File: config.mk
export PLATFORM = sky130hd
export DESIGN_NAME = debug_wb_bridge
export DESIGN_NICKNAME = d
export VERILOG_FILES = /design/src/rtl/debug_wb_bridge.sv
export SDC_FILE = /design/constraint.sdc
export NUM_CORES = 1
export LEC_CHECK = 0
export BUFFER_PORTS_ARGS = -buffer_cell sky130_fd_sc_hd__clkbuf_2
export CORE_MARGIN = 2
export CORE_UTILIZATION = 50
export DETAILED_ROUTE_END_ITERATION = 10
export PLACE_DENSITY = 0.86
export SLEW_MARGIN = 5
export SYNTH_ARGS = -nofsm -noshare
export SYNTH_HDL_FRONTEND = slang
export SYNTH_SLANG_ARGS = --single-unit
export TNS_END_PERCENT = 30
File: constraint.sdc
create_clock -name core_clk -period 2.89 [get_ports core_clk]
set_input_delay 0.4335 -clock core_clk [delete_from_list [all_inputs] [get_ports core_clk]]
set_output_delay 0.4335 -clock core_clk [all_outputs]
set_load 0.1 [all_outputs]
File: src/rtl/debug_wb_bridge.sv
// debug_wb_bridge: UART command frames to single-word Wishbone cycles; DEBUG_WB_BRIDGE_TIMEOUT_EN adds a bus timeout
module debug_wb_bridge #(
  parameter logic [7:0] CMD_WRITE = 8'h01,
  parameter logic [7:0] CMD_READ  = 8'h02,
  parameter int TIMEOUT_CYCLES = 1024
) (
  input  logic        core_clk,
  input  logic        core_rstn,
  input  logic [7:0]  rx_data,
  input  logic        rx_valid,
  output logic        rx_ready,
  output logic [7:0]  tx_data,
  output logic        tx_valid,
  input  logic        tx_ready,
  output logic [31:0] wb_adr_o,
  output logic [31:0] wb_dat_o,
  input  logic [31:0] wb_dat_i,
  output logic [3:0]  wb_sel_o,
  output logic        wb_we_o,
  output logic        wb_cyc_o,
  output logic        wb_stb_o,
  input  logic        wb_ack_i,
  output logic        busy,
  output logic        err
);
  typedef enum logic [2:0] {IDLE, LEN, ADDR, WDATA, WB_WR, WB_RD, TX
`ifdef DEBUG_WB_BRIDGE_TIMEOUT_EN
    , DRAIN
`endif
  } state_t;
  state_t      state_q, state_d;
  logic        rd_q, rd_d;
  logic        rdy_q, rdy_d;
  logic        err_q, err_d;
  logic [7:0]  cnt_q, cnt_d;
  logic [31:0] adr_q, adr_d;
  logic [31:0] dat_q, dat_d;
  logic [1:0]  bcnt_q, bcnt_d;
  logic        cyc, rx_fire, tx_fire;
`ifdef DEBUG_WB_BRIDGE_TIMEOUT_EN
  localparam int TW = $clog2(TIMEOUT_CYCLES + 1);
  logic [TW-1:0] tmo_q, tmo_d;
  logic          tmo;
  assign tmo = tmo_q == TW'(TIMEOUT_CYCLES - 1);
`endif
  assign cyc     = state_q == WB_WR || state_q == WB_RD;
  assign rx_fire = rx_valid && rdy_q;
  assign tx_fire = state_q == TX && tx_ready;
  always_comb begin
    state_d = state_q;
    rd_d    = rd_q;
    err_d   = err_q;
    cnt_d   = cnt_q;
    adr_d   = adr_q;
    dat_d   = dat_q;
    bcnt_d  = bcnt_q;
    case (state_q)
      IDLE: if (rx_fire && (rx_data == CMD_WRITE || rx_data == CMD_READ)) begin
        rd_d    = rx_data == CMD_READ;
        err_d   = 1'b0;
        state_d = LEN;
      end
      LEN: if (rx_fire) begin
        cnt_d   = rx_data;
        bcnt_d  = 2'd0;
        state_d = rx_data == 8'd0 ? IDLE : ADDR;
      end
      ADDR: if (rx_fire) begin
        adr_d  = {adr_q[23:0], rx_data};
        bcnt_d = bcnt_q + 2'd1;
        if (bcnt_q == 2'd3) begin
          adr_d[1:0] = 2'b00;
          state_d    = rd_q ? WB_RD : WDATA;
        end
      end
      WDATA: if (rx_fire) begin
        dat_d  = {dat_q[23:0], rx_data};
        bcnt_d = bcnt_q + 2'd1;
        if (bcnt_q == 2'd3) state_d = WB_WR;
      end
      WB_WR: if (wb_ack_i) begin
        cnt_d   = cnt_q - 8'd1;
        adr_d   = adr_q + 32'd4;
        state_d = cnt_q == 8'd1 ? IDLE : WDATA;
      end
`ifdef DEBUG_WB_BRIDGE_TIMEOUT_EN
      else if (tmo) begin
        err_d   = 1'b1;
        cnt_d   = cnt_q - 8'd1;
        state_d = cnt_q == 8'd1 ? IDLE : DRAIN;
      end
`endif
      WB_RD: if (wb_ack_i) begin
        dat_d   = wb_dat_i;
        state_d = TX;
      end
`ifdef DEBUG_WB_BRIDGE_TIMEOUT_EN
      else if (tmo) begin
        dat_d   = 32'hDEAD_BEEF;
        err_d   = 1'b1;
        state_d = TX;
      end
`endif
      TX: if (tx_fire) begin
        dat_d  = {dat_q[23:0], 8'h00};
        bcnt_d = bcnt_q + 2'd1;
        if (bcnt_q == 2'd3) begin
          cnt_d   = cnt_q - 8'd1;
          adr_d   = adr_q + 32'd4;
          state_d = cnt_q == 8'd1 ? IDLE : WB_RD;
        end
      end
`ifdef DEBUG_WB_BRIDGE_TIMEOUT_EN
      DRAIN: if (rx_fire) begin
        bcnt_d = bcnt_q + 2'd1;
        if (bcnt_q == 2'd3) begin
          cnt_d   = cnt_q - 8'd1;
          state_d = cnt_q == 8'd1 ? IDLE : DRAIN;
        end
      end
`endif
      default: state_d = IDLE;
    endcase
`ifdef DEBUG_WB_BRIDGE_TIMEOUT_EN
    tmo_d = (cyc && state_d == state_q) ? tmo_q + 1'b1 : '0;
    rdy_d = state_d inside {IDLE, LEN, ADDR, WDATA, DRAIN};
`else
    rdy_d = state_d inside {IDLE, LEN, ADDR, WDATA};
`endif
  end
  always_ff @(posedge core_clk or negedge core_rstn) begin
    if (!core_rstn) begin
      state_q <= IDLE;
      rd_q    <= 1'b0;
      rdy_q   <= 1'b0;
      err_q   <= 1'b0;
      cnt_q   <= '0;
      adr_q   <= '0;
      dat_q   <= '0;
      bcnt_q  <= '0;
    end else begin
      state_q <= state_d;
      rd_q    <= rd_d;
      rdy_q   <= rdy_d;
      err_q   <= err_d;
      cnt_q   <= cnt_d;
      adr_q   <= adr_d;
      dat_q   <= dat_d;
      bcnt_q  <= bcnt_d;
    end
  end
`ifdef DEBUG_WB_BRIDGE_TIMEOUT_EN
  always_ff @(posedge core_clk or negedge core_rstn) begin
    if (!core_rstn) tmo_q <= '0;
    else tmo_q <= tmo_d;
  end
`endif
  assign rx_ready = rdy_q;
  assign tx_valid = state_q == TX;
  assign tx_data  = dat_q[31:24];
  assign wb_cyc_o = cyc;
  assign wb_stb_o = cyc;
  assign wb_we_o  = state_q == WB_WR;
  assign wb_sel_o = {4{cyc}};
  assign wb_adr_o = adr_q;
  assign wb_dat_o = dat_q;
  assign busy     = state_q != IDLE;
  assign err      = err_q;
endmodule

# [Yosys cells after proc, flatten, opt, wreduce, memory -nomap -nowiden]
# Index checks and enable logic that the tools add are counted.
[word_totals] latchBits=0 ram_bits=0 ff_bits=79 rom_bits=0 n_memories=0
[op_classes] n_mul=0 n_addsub=3 magnitude_cmp=0 n_shift=0 div_mod_pow=0 n_reduce_logical=20 eq_ne=21 bitwise_logic=0 muxes=34
[ops] cell="two-way mux 32 bit" n=7
[ops] cell="one-hot mux 32 bit (3 select lines)" n=2
[ops] cell="two-way mux 3 bit" n=12
[ops] cell="adder 32 x 3 -> 32 bit (second input constant)" n=1
[ops] cell="two-way mux 8 bit" n=4
[ops] cell="one-hot mux 8 bit (3 select lines)" n=1
[ops] cell="one-hot mux 3 bit (7 select lines)" n=1
[ops] cell="equality test 8 x 1 -> 1 bit (second input constant)" n=2
[ops] cell="nonzero test 3 bit" n=5
[ops] cell="equality test 3 x 2 -> 1 bit (second input constant)" n=4
[ops] cell="two-way mux 2 bit" n=6
[ops] cell="AND reduction 5 bit" n=2
[ops] cell="equality test 3 bit (second input constant)" n=3
[ops] cell="equality test 8 x 2 -> 1 bit (second input constant)" n=1
[ops] cell="zero test 8 bit" n=1
[ops] cell="!= test 2 x 1 -> 1 bit (second input constant)" n=4
[ops] cell="!= test 2 bit (second input constant)" n=4
[ops] cell="AND reduction 4 bit" n=2
[ops] cell="subtractor 8 x 1 -> 8 bit (second input constant)" n=1
[ops] cell="equality test 3 x 1 -> 1 bit (second input constant)" n=2
[ops] cell="zero test 3 bit" n=2
[ops] cell="one-hot mux 2 bit (3 select lines)" n=1
[ops] cell="nonzero test 4 bit" n=1
[ops] cell="logical AND 1 bit" n=3
[ops] cell="other kinds (5)" n=6

# [Logic depth before layout (Yosys ltp)]
[logic_depth] word_depth=7 depth_mapped=8

# [Worst setup path before layout]
# No wires, ideal clock.
[synth_path] path_kind="reg2out" start="reg state_q[2]" end="out wb_sel_o[0]" arrival_time_ns=2.778 stages_incl_launch_ff=6 path_slack_ns=-0.321 required_time_ns=2.457 path_cell_list="dfrtp_1 > buf_4 > clkbuf_1 > inv_1 > nor2_1 > buf_4"
[synth_between] elab_chain_len=2
[synth_lines] element="start: declaration" line="31" rtl="state_t state_q, state_d;"
[synth_lines] element="start signal: assignment" line="142" rtl="state_q <= state_d;"
[synth_lines] element="equality test 3 bit" line="46" rtl="assign cyc = state_q == WB_WR || state_q == WB_RD;"
[synth_lines] element="logical OR 1 bit (*)" line="46"
[synth_lines] element="end: declaration" line="18" rtl="output logic [3:0] wb_sel_o,"
# Every way passes the cells marked *; elsewhere a longest branch is shown, timed or not.

# [Worst setup path in the final report]
[layout_path] start="reg state_q[2]" end="out wb_sel_o[3]"
# Same word-level chain as after synthesis.

==> impl_metrics.json <==
{
  "syn_area_sq_mm": 0.00474,
  "grtUsageTotal": 0.259,
  "grt_setup_unrepaired": "no",
  "synth-compound-area-share": 0.235,
  "timing.critical_path.arrival_ps": 2100,
  "gp_congestion": 0.933,
  "cts_buffers": 9,
  "synth-simple-area-share": 0.255,
  "grt_pass1_wl_um": 21300,
  "die_w_um": 101,
  "finalHoldViolCount": 0,
  "cts_tree": "yes",
  "post_cts_buffers": 0,
  "clk_path_buf_depth": 2,
  "critical_path_depth": 3,
  "end_kind": "output pin",
  "overflow": 0,
  "synth_top_family_by_area": "simple AND/OR/NAND/NOR gates",
  "fill_cells": 793,
  "synth_cells": 580,
  "htreeDepth": 3,
  "synth_xor_area_frac": 0.00369,
  "synth.avg_cell_area_sq_um": 8.18,
  "setup_tns_ps": 0,
  "maxSlewViolCount": 0,
  "period_needed_ps": 2530,
  "clock-sinks": 79,
  "mostFrequentLayoutCell": "clkbuf_2",
  "grt_pass1_vias": 4335,
  "vias_per_cell": 6.03,
  "synth_top_flop_cell": "dfrtp_1",
  "n_antenna_cell": 0,
  "worstRegToRegCells": 5,
  "required_ps": 2460,
  "max_freq_mhz": 395,
  "relSlewSlack": 0.336,
  "syn_to_final_growth_pct": 16.7,
  "die_y_um": 101,
  "fin_crit_sh": 0.876,
  "drv_cap": 0,
  "seqCellArea_sq_mm": 0.00198,
  "synth.distinct_cells": 62,
  "vias": 4843,
  "yosys_warnings": 0,
  "path_max_fanout": 21,
  "final_cell_area_sq_mm": 0.00554,
  "fin_cells": 803,
  "layout_common_cells": "clkbuf_2, nand2_1, dfrtp_1",
  "start_util": 0.513,
  "clk_latency_ps": 360,
  "cts-root-buf": "clkbuf_8",
  "numPortBuffers": 126,
  "yosysSeqAreaShare": 0.417,
  "drcViolationCount": 0,
  "synth_seq_cells": 79,
  "cts-resized-gates": 0,
  "drt_iter0_markers": 519,
  "slowest_delay_ps": 720,
  "antenna_left": 0,
  "core-area_sq_mm": 0.00924,
  "wl_um": 13200,
  "status": "finished, final reports clean",
  "dp_hpwl_um": 9040,
  "path_clk_slew_ps": 100,
  "synth_edf_count": 0,
  "worst-path-buf-inv": 2,
  "dp.cells": 787,
  "ios": 128,
  "yosys-mux-area-fraction": 0.00633,
  "crit_type": "flip-flop to output pin",
  "antenna_found_initial": 0,
  "die_area_sq_mm": 0.0103,
  "multi_input_comb_area_sq_mm": 0.00244,
  "yosys.area_share.adder": 0.0105,
  "clock_skew_ps": 10.1,
  "drive_gt1_frac": 0.248,
  "slowest_stage": "dfrtp_1",
  "row_count": 35,
  "start_kind": "flip-flop",
  "synth_nets": 629,
  "cpLargestDelayFamily": "buffers and inverters",
  "post_dp_cell_area_sq_mm": 0.00533,
  "synth-async-reset-ratio": 1.00,
  "min_path_type": "primary input to async pin",
  "nNetsFinal": 718,
  "postCtsHoldBufs": 0,
  "grt_max_degree": 80,
  "worst_pin_slew_ps": 996,
  "wire_per_inst_um": 16.5,
  "setup_violations": 0,
  "crit_path_cell_trace": "inv_1 -> nor2_2 -> clkbuf_2",
  "first_pass_iters": 5
}
[sequential cells by signal, indices dropped and copies added, names as in the netlist]
signal	count
wb_adr_o	32
wb_dat_o	32
rd_q	1
rx_ready	1
bcnt_q	2
state_q	3
cnt_q	8
[per-stage QoR]
| stage | worst slack, ps | hold WS [ps] | util |
|---|---|---|---|
| 2_1_floorplan | 152 | 138 | - |
| 3_3_place_gp | 625 | 470 | 0.577 |
| 3_5_place_dp | 502 | 478 | 0.577 |
| 4_1_cts | 372 | 266 | 0.599 |
| 5_1_grt | 236 | 286 | 0.599 |
| 6_report | 358 | 218 | 0.599 |
[logic make-up after synthesis]
logic type | count (synthesis)
AO/OA/AOI/OAI | 173
other | 1
buffers and inverters | 65
multiplexers | 3
flip-flops | 79
XOR/XNOR | 2
adder cells (fa/ha/maj) | 4
AND/OR/NAND/NOR | 253
[final cells by class]
class | count | share of cell area
clock inverter | 7 | 0.0154
tap | 129 | 0.0292
multi-input combinational | 436 | 0.440
inverter | 10 | 0.00678
clock buffer | 9 | 0.0224
timing repair buffer | 133 | 0.129
sequential | 79 | 0.357
[synth_stat cells, types with 3 or more instances]
library cell / number / area share
a31oi_1: 30 / 0.040
nor2_1: 64 / 0.051
a2bb2oi_1: 4 / 0.0074
o21ai_0: 31 / 0.033
and4_1: 5 / 0.0092
nand2_1: 99 / 0.078
clkbuf_1: 14 / 0.011
o221a_2: 3 / 0.0071
a22oi_1: 11 / 0.017
o211ai_1: 3 / 0.0047
buf_2: 18 / 0.019
a311oi_1: 4 / 0.0074
nand3_1: 20 / 0.021
nor2b_1: 3 / 0.0040
and3b_1: 3 / 0.0055
nor3_1: 10 / 0.011
nand2b_1: 7 / 0.0092
and3_1: 11 / 0.015
o22ai_1: 9 / 0.012
a21oi_1: 51 / 0.054
dfrtp_1: 79 / 0.42
nand4_1: 10 / 0.013
nor4_1: 3 / 0.0040
a32oi_1: 3 / 0.0055
buf_4: 19 / 0.030
o22a_1: 3 / 0.0055
mux2i_1: 3 / 0.0063
inv_1: 10 / 0.0079
and2_1: 4 / 0.0053
ha_1: 4 / 0.011
[per-layer routing]
layer,track usage,wire [um]
met1,0.353,5430
met2,0.404,6360
met3,0.0621,1030
met4,0.0977,400
met5,0,0
[path summary, 6_finish.rpt]
check | startpoint | endpoint | slack, ps
worst max-delay path | state_q[2] | wb_sel_o[3] | 360
worst min-delay path | core_rstn | wb_dat_o[27] | 220
worst max register to register | state_q[2] | wb_adr_o[18] | 440
worst min register to register | bcnt_q[1] | bcnt_q[1] | 490
max in group asynchronous | core_rstn | wb_adr_o[6] | 2010
min in group core_clk | wb_dat_i[26] | wb_dat_o[26] | 290
Power is left out: the tool's default activity adds up to more than one toggle a clock period on the data nets, which glitch-free logic cannot reach.
